### config.mk
export PLATFORM = sky130hd
export DESIGN_NAME = instr_encoder_loader
export DESIGN_NICKNAME = d
export VERILOG_FILES = /design/src/rtl/instr_encoder_loader.sv
export SDC_FILE = /design/constraint.sdc
export NUM_CORES = 1
export LEC_CHECK = 0
export CORE_MARGIN = 1
export CORE_UTILIZATION = 40
export DETAILED_ROUTE_END_ITERATION = 8
export DONT_BUFFER_PORTS = 1
export GPL_TIMING_DRIVEN = 0
export PLACE_DENSITY = 0.58
export SETUP_SLACK_MARGIN = 0.5
export SYNTH_ARGS = -nofsm -noshare
export SYNTH_HDL_FRONTEND = slang
export SYNTH_SLANG_ARGS = --single-unit
### constraint.sdc
create_clock -name clk -period 2 [get_ports clk]
set_clock_uncertainty 0.05 [all_clocks]
set_input_delay 0.4 -clock clk [delete_from_list [all_inputs] [get_ports clk]]
set_output_delay 0.4 -clock clk [all_outputs]
set_load 0.05 [all_outputs]
### src/rtl/instr_encoder_loader.sv
// Packs instruction fields into 16-bit words and streams them into imem during a load session.
// Optional immediate range checking is enabled by defining IMM_CHECK_EN.
module instr_encoder_loader #(
  parameter int ADDR_W = 8
) (
  input  logic              clk,
  input  logic              rst,
  input  logic              start,
  input  logic [ADDR_W-1:0] start_addr,
  input  logic              in_valid,
  output logic              in_ready,
  input  logic [2:0]        in_op,
  input  logic [1:0]        in_funct,
  input  logic [2:0]        in_rd,
  input  logic [2:0]        in_rs1,
  input  logic [2:0]        in_rs2,
  input  logic [15:0]       in_imm,
  input  logic              in_last,
  output logic              imem_we,
  output logic [ADDR_W-1:0] imem_addr,
  output logic [15:0]       imem_wdata,
  output logic              busy,
  output logic              done,
  output logic              full,
  output logic [ADDR_W:0]   wr_count,
  output logic              imm_err,
  output logic [1:0]        dbg_state
);

  // Handshake: a word is accepted on a rising edge where in_valid && in_ready;
  // in_ready depends only on registered state, never on in_valid.

  typedef enum logic [1:0] {
    S_IDLE = 2'd0,
    S_LOAD = 2'd1,
    S_DONE = 2'd2
  } state_t;

  localparam logic [ADDR_W:0] DEPTH = {1'b1, {ADDR_W{1'b0}}};

  state_t              state_q, state_d;
  logic [ADDR_W-1:0]   ptr_q, ptr_d;
  logic [ADDR_W:0]     cnt_q, cnt_d;
  logic                full_q, full_d;
  logic                we_q, we_d;
  logic [ADDR_W-1:0]   addr_q, addr_d;
  logic [15:0]         wdata_q, wdata_d;
  logic                err_q, err_d;

  logic                accept;
  logic                imm_ok;
  logic                wr_en;
  logic                last_slot;
  logic [15:0]         enc_word;

  function automatic logic [15:0] encode(
    input logic [2:0]  op,
    input logic [1:0]  funct,
    input logic [2:0]  rd,
    input logic [2:0]  rs1,
    input logic [2:0]  rs2,
    input logic [15:0] imm
  );
    logic [15:0] w;
    w = 16'h0000;
    case (op)
      3'b000:                 w = {op, rd, rs1, rs2, 2'b00, funct};
      3'b001, 3'b010:         w = {op, rd, rs1, imm[4:0], funct};
      3'b011, 3'b100, 3'b101: w = {op, rs1, rs2, imm[4:0], funct};
      3'b110:                 w = {op, rd, imm[9:0]};
      default:                w = {op, 3'b000, rs1, 7'b0000000};
    endcase
    return w;
  endfunction

  assign enc_word = encode(in_op, in_funct, in_rd, in_rs1, in_rs2, in_imm);

`ifdef IMM_CHECK_EN
  // An immediate fits a signed N-bit field when all bits above N-1 copy the sign bit.
  always_comb begin
    imm_ok = 1'b1;
    case (in_op)
      3'b001, 3'b010, 3'b011, 3'b100, 3'b101:
        imm_ok = (&in_imm[15:4]) || (~|in_imm[15:4]);
      3'b110:
        imm_ok = (&in_imm[15:9]) || (~|in_imm[15:9]);
      default:
        imm_ok = 1'b1;
    endcase
  end
`else
  logic unused_imm_hi;
  assign unused_imm_hi = ^in_imm[15:10];
  assign imm_ok        = 1'b1;
`endif

  assign in_ready  = (state_q == S_LOAD) && (cnt_q < DEPTH);
  assign accept    = in_valid && in_ready;
  assign wr_en     = accept && imm_ok;
  assign last_slot = (cnt_q == DEPTH - 1'b1);

  always_comb begin
    state_d = state_q;
    ptr_d   = ptr_q;
    cnt_d   = cnt_q;
    full_d  = full_q;
    we_d    = wr_en;
    addr_d  = addr_q;
    wdata_d = wdata_q;
    err_d   = accept && !imm_ok;
    case (state_q)
      S_IDLE: begin
        if (start) begin
          state_d = S_LOAD;
          ptr_d   = start_addr;
          cnt_d   = '0;
          full_d  = 1'b0;
        end
      end
      S_LOAD: begin
        if (wr_en) begin
          ptr_d   = ptr_q + 1'b1;
          cnt_d   = cnt_q + 1'b1;
          addr_d  = ptr_q;
          wdata_d = enc_word;
        end
        if (accept && in_last) begin
          state_d = S_DONE;
        end else if (wr_en && last_slot) begin
          state_d = S_DONE;
          full_d  = 1'b1;
        end
      end
      S_DONE:  state_d = S_IDLE;
      default: state_d = S_IDLE;
    endcase
  end

  always_ff @(posedge clk) begin
    if (!rst) begin
      state_q <= S_IDLE;
      ptr_q   <= '0;
      cnt_q   <= '0;
      full_q  <= 1'b0;
      we_q    <= 1'b0;
      addr_q  <= '0;
      wdata_q <= '0;
      err_q   <= 1'b0;
    end else begin
      state_q <= state_d;
      ptr_q   <= ptr_d;
      cnt_q   <= cnt_d;
      full_q  <= full_d;
      we_q    <= we_d;
      addr_q  <= addr_d;
      wdata_q <= wdata_d;
      err_q   <= err_d;
    end
  end

  assign imem_we    = we_q;
  assign imem_addr  = addr_q;
  assign imem_wdata = wdata_q;
  assign busy       = (state_q == S_LOAD);
  assign done       = (state_q == S_DONE);
  assign full       = full_q;
  assign wr_count   = cnt_q;
  assign dbg_state  = state_q;
`ifdef IMM_CHECK_EN
  assign imm_err    = err_q;
`else
  logic unused_err;
  assign unused_err = err_q;
  assign imm_err    = 1'b0;
`endif

endmodule
# Word level (Yosys, flattened, before mapping)
# Index checks and enable logic that the tools add are counted.
word_totals:
  register_bits: 45
  inputBits: 43
  output_inout_bits: 41
  wordCells: 52
classes:
  add_sub_neg: 2
  order_cmp: 1
  n_eq_ne: 14
  muxes: 15
  reduce_logical: 13
op_table:
  columns: ["cell", "n"]
  rows:
  - ["13-bit one-hot mux with 4 select lines", 1]
  - ["9-bit 2-to-1 mux", 2]
  - ["9-bit one-hot mux with 2 select lines", 1]
  - ["8-bit 2-to-1 mux", 2]
  - ["8-bit one-hot mux with 2 select lines", 1]
  - ["9-bit by 1-bit adder with 9-bit output, second input constant", 1]
  - ["3-bit equality test, second input constant", 3]
  - ["9-bit by 8-bit equality test with 1-bit output, second input constant", 1]
  - ["9-bit less-than comparator, second input constant", 1]
  - ["8-bit by 1-bit adder with 8-bit output, second input constant", 1]
  - ["3-bit by 2-bit equality test with 1-bit output, second input constant", 2]
  - ["2-bit 2-to-1 mux", 3]
  - ["1-bit logical AND", 4]
  - ["2-bit by 1-bit inequality test with 1-bit output, second input constant", 2]
  - ["2-bit inequality test, second input constant", 2]
  - ["2-bit one-hot mux with 2 select lines", 1]
  - ["2-bit AND reduction", 2]
  - ["4-bit AND reduction", 1]
  - ["3-bit by 1-bit equality test with 1-bit output, second input constant", 1]
  - ["3-bit zero test", 1]
  - ["1-bit 2-to-1 mux", 3]
  - ["3-bit by 1-bit inequality test with 1-bit output, second input constant", 1]
  - ["3-bit AND reduction", 1]
  - ["3-bit OR reduction", 1]
  - ["other kinds (6)", 6]

# Logic depth before layout (Yosys ltp)
depth:
  depth_word: 7
  ltp_mapped: 8
  mapped_depth_nobuf: 7

# Worst setup path after synthesis
# OpenSTA, ideal clock, no wires.
synth_path:
  kind: "reg2out"
  from: "reg state_q[0] (netlist: dbg_state[0])"
  to: "out in_ready"
  t_arrival_ns: 1.789
  setup_slack_ns: -0.239
  path_stages_with_launch: 4
  n_path_buf: 1
  path_cell_list: "dfxtp_1 > nand2b_1 > clkbuf_1 > nor2_1"
synth_between:
  elab_chain_cells: 2
synth_lines:
  columns: ["element", "line", "rtl"]
  rows:
  - ["start: declaration", "41", "state_t state_q, state_d;"]
  - ["start signal: assignment", "150", "state_q <= state_d;"]
  - ["2-bit by 1-bit equality test with 1-bit output", "97", "assign in_ready = (state_q == S_LOAD) && (cnt_q < DEPTH);"]
  - ["1-bit logical AND", "97", null]
  - ["end: declaration", "11", "output logic in_ready,"]
# Every way passes these cells.

# Worst setup path in the final report
layout_path:
  from: "reg state_q[1] (netlist: dbg_state[1])"
  to: "out in_ready"
# The elaborated chain is that of the path after synthesis.

==> results.txt <==
The global route total overflow is 0. The maximum ir drop on the vdd rail came out at 0.000402 V. The post-synthesis async set-or-reset flop share is 0%.

The flow ran to the end, and the final reports show no timing, DRC or antenna violations. The launching element type of the critical path is a flip-flop. The total power of the final layout came out at 2080 uW. The final critical-path share of the clock period is 93.8%. The die covers 6270 um^2. The worst stage delay on the critical path is 420 ps. The worst setup path is captured at an output pin. The fraction of layout cells with a size suffix above 1 came out at 29.3%. The via count of the first global-routing pass came out at 2296. Cells fill 56.3% of the core in the end. The total global-route track usage came out at 22.9%. The worst hold path passes through 2 cells. Setup repair after global routing could not meet its margin everywhere. The count of unique library cells instantiated by Yosys came out at 48.

The deepest level of the CTS H-tree is 2. CTS saw 45 sinks. The number of failing hold endpoints at the final stage came to 0.

The register-to-register path setup slack is 220 ps. The instance count of the mapped netlist came out at 302. The critical path goes through buf_6 > nand2b_4 > clkbuf_16 > nor2_4.

Setup violations remaining at the end of the flow were counted as 0. Routability-driven placement finished with a final weighted congestion of 0.817. Along the worst path, the maximum fanout reaches 3. Clock-pin slew was measured on the worst setup and hold paths at 100 ps. Max-cap violations in this run came to 0. The first-pass GRT wire length is 11100 um. The number of diodes is 0.

The total I/O pin count is 84. In the post-synthesis netlist, the biggest area contributors are sky130_fd_sc_hd__dfxtp_1 (38%), sky130_fd_sc_hd__nand2_1 (7.9%), sky130_fd_sc_hd__a21boi_0 (6.0%), sky130_fd_sc_hd__nand3_1 (3.6%), sky130_fd_sc_hd__o21ai_0 (3.4%). Power spread over the standard cell area amounts to 659 nW/um^2. The type of the most critical hold path is primary input to flip-flop. The setup path with the least slack is of type flip-flop to output pin. The floorplan row count is 27. The number of antenna violations at the first check in global routing came to 0. After detailed routing, the number of vias per cell comes to 5.67. The share of the synthesized area in the top cell type came out at 37.8%.

The leakage power came out at 0.00114 uW. The top achievable clock speed came out at 0.533 GHz. The routed design could run at a clock period as short as 1880 ps.

After synthesis the netlist holds a flip-flop and latch count of 45. The root cell of the clock tree is sky130_fd_sc_hd__clkbuf_8. The number of nets in the synthesized netlist is 348. The number of optimization iterations in the first detailed-route pass came out at 4. The number of pins exceeding their max-slew limit in the final report is 0. Setup slack closes at 123 ps.

The sequential element share of the synthesized area is 37.8%. The source-to-sink clock delay at the later pin of the worst-skew pair came out at 310 ps. The largest net degree at the start of global routing is 15. The average instance area after synthesis came out at 7.89 um^2. The clock tree from TritonCTS is done.

The final route contains 2306 vias. The number of synthesis warnings is 0. Yosys mapped a number of flops with a built-in enable equal to 0. The biggest area contributor in the post-synthesis netlist is sky130_fd_sc_hd__dfxtp_1. In this run the cell area of the synthesized design comes to 2380 um^2.

The initial standard-cell utilization of the core came out at 42.5%. The endpoint required time on the critical path is 1550 ps. The final-layout fill cell count came out at 516. The hold buffer count at CTS is 0. The area used by multi-input combinational logic is 1540 um^2. The slowest stage of the critical path is the sky130_fd_sc_hd__dfxtp_4 cell. The final total negative setup slack is 0 ps. The horizontal extent of the die came out at 79.2 um.

Clock tree synthesis inserted a total of 5 buffers. The count of antenna-violating nets left after detailed routing is 0. The normalized max-slew margin is 58.7%.

The clock passes through at most 2 buffers. The worst setup timing slack at the placement stage is 202 ps. For the worst flop-to-flop path, the logic depth is 9. The die is 79.2 um tall. The data arrival time of the critical path is 1430 ps. The final routed wirelength across all metal layers is 7000 um. The post-synthesis to final-layout area growth came out at 32.5%. The count of routing violations after the opening detailed-route iteration came out at 68. The floorplan core area came out at 5610 um^2. The count of buffers from port buffering came out at 0. The mean routed wirelength per cell is 17.2 um. The net count of the finished layout is 380. The storage element area came out at 941 um^2. After detailed routing, the number of remaining DRC violations is 0. The slew at the pin closest to its max-slew limit is 619 ps.

The estimated wirelength of the detail-placed design is 4730 um. The most used flip-flop cell after synthesis is sky130_fd_sc_hd__dfxtp_1.
[metal layers]
layer | routed length, um | global-route usage (%)
met1 | 2820 | 25.2
met2 | 3590 | 41.4
met3 | 497 | 7.82
met4 | 93 | 6.55
met5 | 0 | 0
[kinds of logic after synthesis]
logic type / after synthesis / synth area share (%)
AO/OA/AOI/OAI: 88 / 25.7
XOR/XNOR: 3 / 1.10
adder cells (fa/ha/maj): 3 / 1.58
buffers and inverters: 31 / 5.46
flip-flops: 45 / 37.8
multiplexers: 4 / 1.73
other: 1 / 0.157
AND/OR/NAND/NOR: 127 / 26.4
[report_power, final]
group	internal [uW]	switching, uW
combinational	193	210
clock	321	315
sequential	925	117
[worst max-delay path: cells and delay by family, from the launching register on]
kind / cells / cell delay (ps)
buf+inv: 2 / 280
simple gates: 2 / 410
flops: 1 / 420
[final cells by class]
type	instances	share of cell area (%)
Multi-Input combinational cell	226	48.8
Inverter	8	1.03
Tap cell	72	2.85
Sequential cell	45	29.8
Buffer	23	5.87
Clock inverter	1	0.159
Clock buffer	7	3.09
Timing Repair Buffer	25	8.40
[synth_stat cells (3+ instances only)]
cell type,count
sky130_fd_sc_hd__nor3_1,5
sky130_fd_sc_hd__o2111ai_1,3
sky130_fd_sc_hd__xnor2_1,3
sky130_fd_sc_hd__a21oi_1,12
sky130_fd_sc_hd__a41oi_1,3
sky130_fd_sc_hd__dfxtp_1,45
sky130_fd_sc_hd__nor2_1,17
sky130_fd_sc_hd__or3_1,3
sky130_fd_sc_hd__o21ai_0,16
sky130_fd_sc_hd__a211oi_1,8
sky130_fd_sc_hd__o211ai_1,3
sky130_fd_sc_hd__nor4bb_1,3
sky130_fd_sc_hd__nand2_1,50
sky130_fd_sc_hd__nand2b_1,5
sky130_fd_sc_hd__a211o_1,6
sky130_fd_sc_hd__a21boi_0,19
sky130_fd_sc_hd__ha_1,3
sky130_fd_sc_hd__a22oi_1,3
sky130_fd_sc_hd__nand3_1,17
sky130_fd_sc_hd__nor2b_1,7
sky130_fd_sc_hd__and2_1,5
sky130_fd_sc_hd__clkbuf_1,13
sky130_fd_sc_hd__nor3b_1,6
sky130_fd_sc_hd__buf_2,8
sky130_fd_sc_hd__inv_1,8
sky130_fd_sc_hd__mux2i_1,3
[registers in the layout, indices dropped and copies added (netlist names)]
| signal | flops |
|---|---|
| imem_wdata | 16 |
| ptr_q | 8 |
| full | 1 |
| dbg_state | 2 |
| imem_we | 1 |
| wr_count | 9 |
| imem_addr | 8 |
[worst paths after layout]
| kind | startpoint | endpoint |
|---|---|---|
| hold reg to reg | ptr_q[5] | imem_addr[5] |
| setup reg to reg | dbg_state[1] | full |
| hold / removal | in_last | dbg_state[1] |
| setup / recovery | dbg_state[1] | in_ready |
[cell usage in the layout (no fill, tap or decap), types with 3 or more instances in the layout]
master                     count
sky130_fd_sc_hd__clkbuf_8      6
sky130_fd_sc_hd__a211o_1       6
sky130_fd_sc_hd__a22oi_1       3
sky130_fd_sc_hd__and2_1        5
sky130_fd_sc_hd__xnor2_1       3
sky130_fd_sc_hd__a21boi_0      4
sky130_fd_sc_hd__nor4bb_1      3
sky130_fd_sc_hd__nor3_1        4
sky130_fd_sc_hd__buf_2         3
sky130_fd_sc_hd__nand3_1      16
sky130_fd_sc_hd__nor3b_1       5
sky130_fd_sc_hd__nor2b_1       6
sky130_fd_sc_hd__nor2_1       14
sky130_fd_sc_hd__a21boi_1     14
sky130_fd_sc_hd__mux2i_1       3
sky130_fd_sc_hd__inv_1         7
sky130_fd_sc_hd__o21ai_1       6
sky130_fd_sc_hd__nand2_2       3
sky130_fd_sc_hd__nand2_1      46
sky130_fd_sc_hd__clkbuf_1      9
sky130_fd_sc_hd__a21oi_2       4
sky130_fd_sc_hd__dfxtp_2       5
sky130_fd_sc_hd__buf_6         7
sky130_fd_sc_hd__dfxtp_4       9
sky130_fd_sc_hd__a211oi_1      5
sky130_fd_sc_hd__a211oi_2      3
sky130_fd_sc_hd__o211ai_1      3
sky130_fd_sc_hd__o21ai_0      10
sky130_fd_sc_hd__nand2b_1      3
sky130_fd_sc_hd__a41oi_1       3
sky130_fd_sc_hd__buf_4        20
sky130_fd_sc_hd__dfxtp_1      31
sky130_fd_sc_hd__a21oi_1       7
[timing repair]
action	in CTS	in global routing
buffers inserted	17	4
cloned	4	0
gates resized for setup	54	31
pin swaps	14	10
endpoints found under the setup margin	43	48
[metrics by stage]
step / hold slack (ps) / cell area (um^2) / std cells
6_report: 247 / 3160 / 407
5_1_grt: 252 / 3160 / 407
4_1_cts: 249 / 3000 / 403
3_5_place_dp: 430 / 2560 / 374
3_3_place_gp: 423 / 2560 / 374
2_1_floorplan: 404 / 2470 / 302
Note: power is estimated with default switching activity, not from simulation.
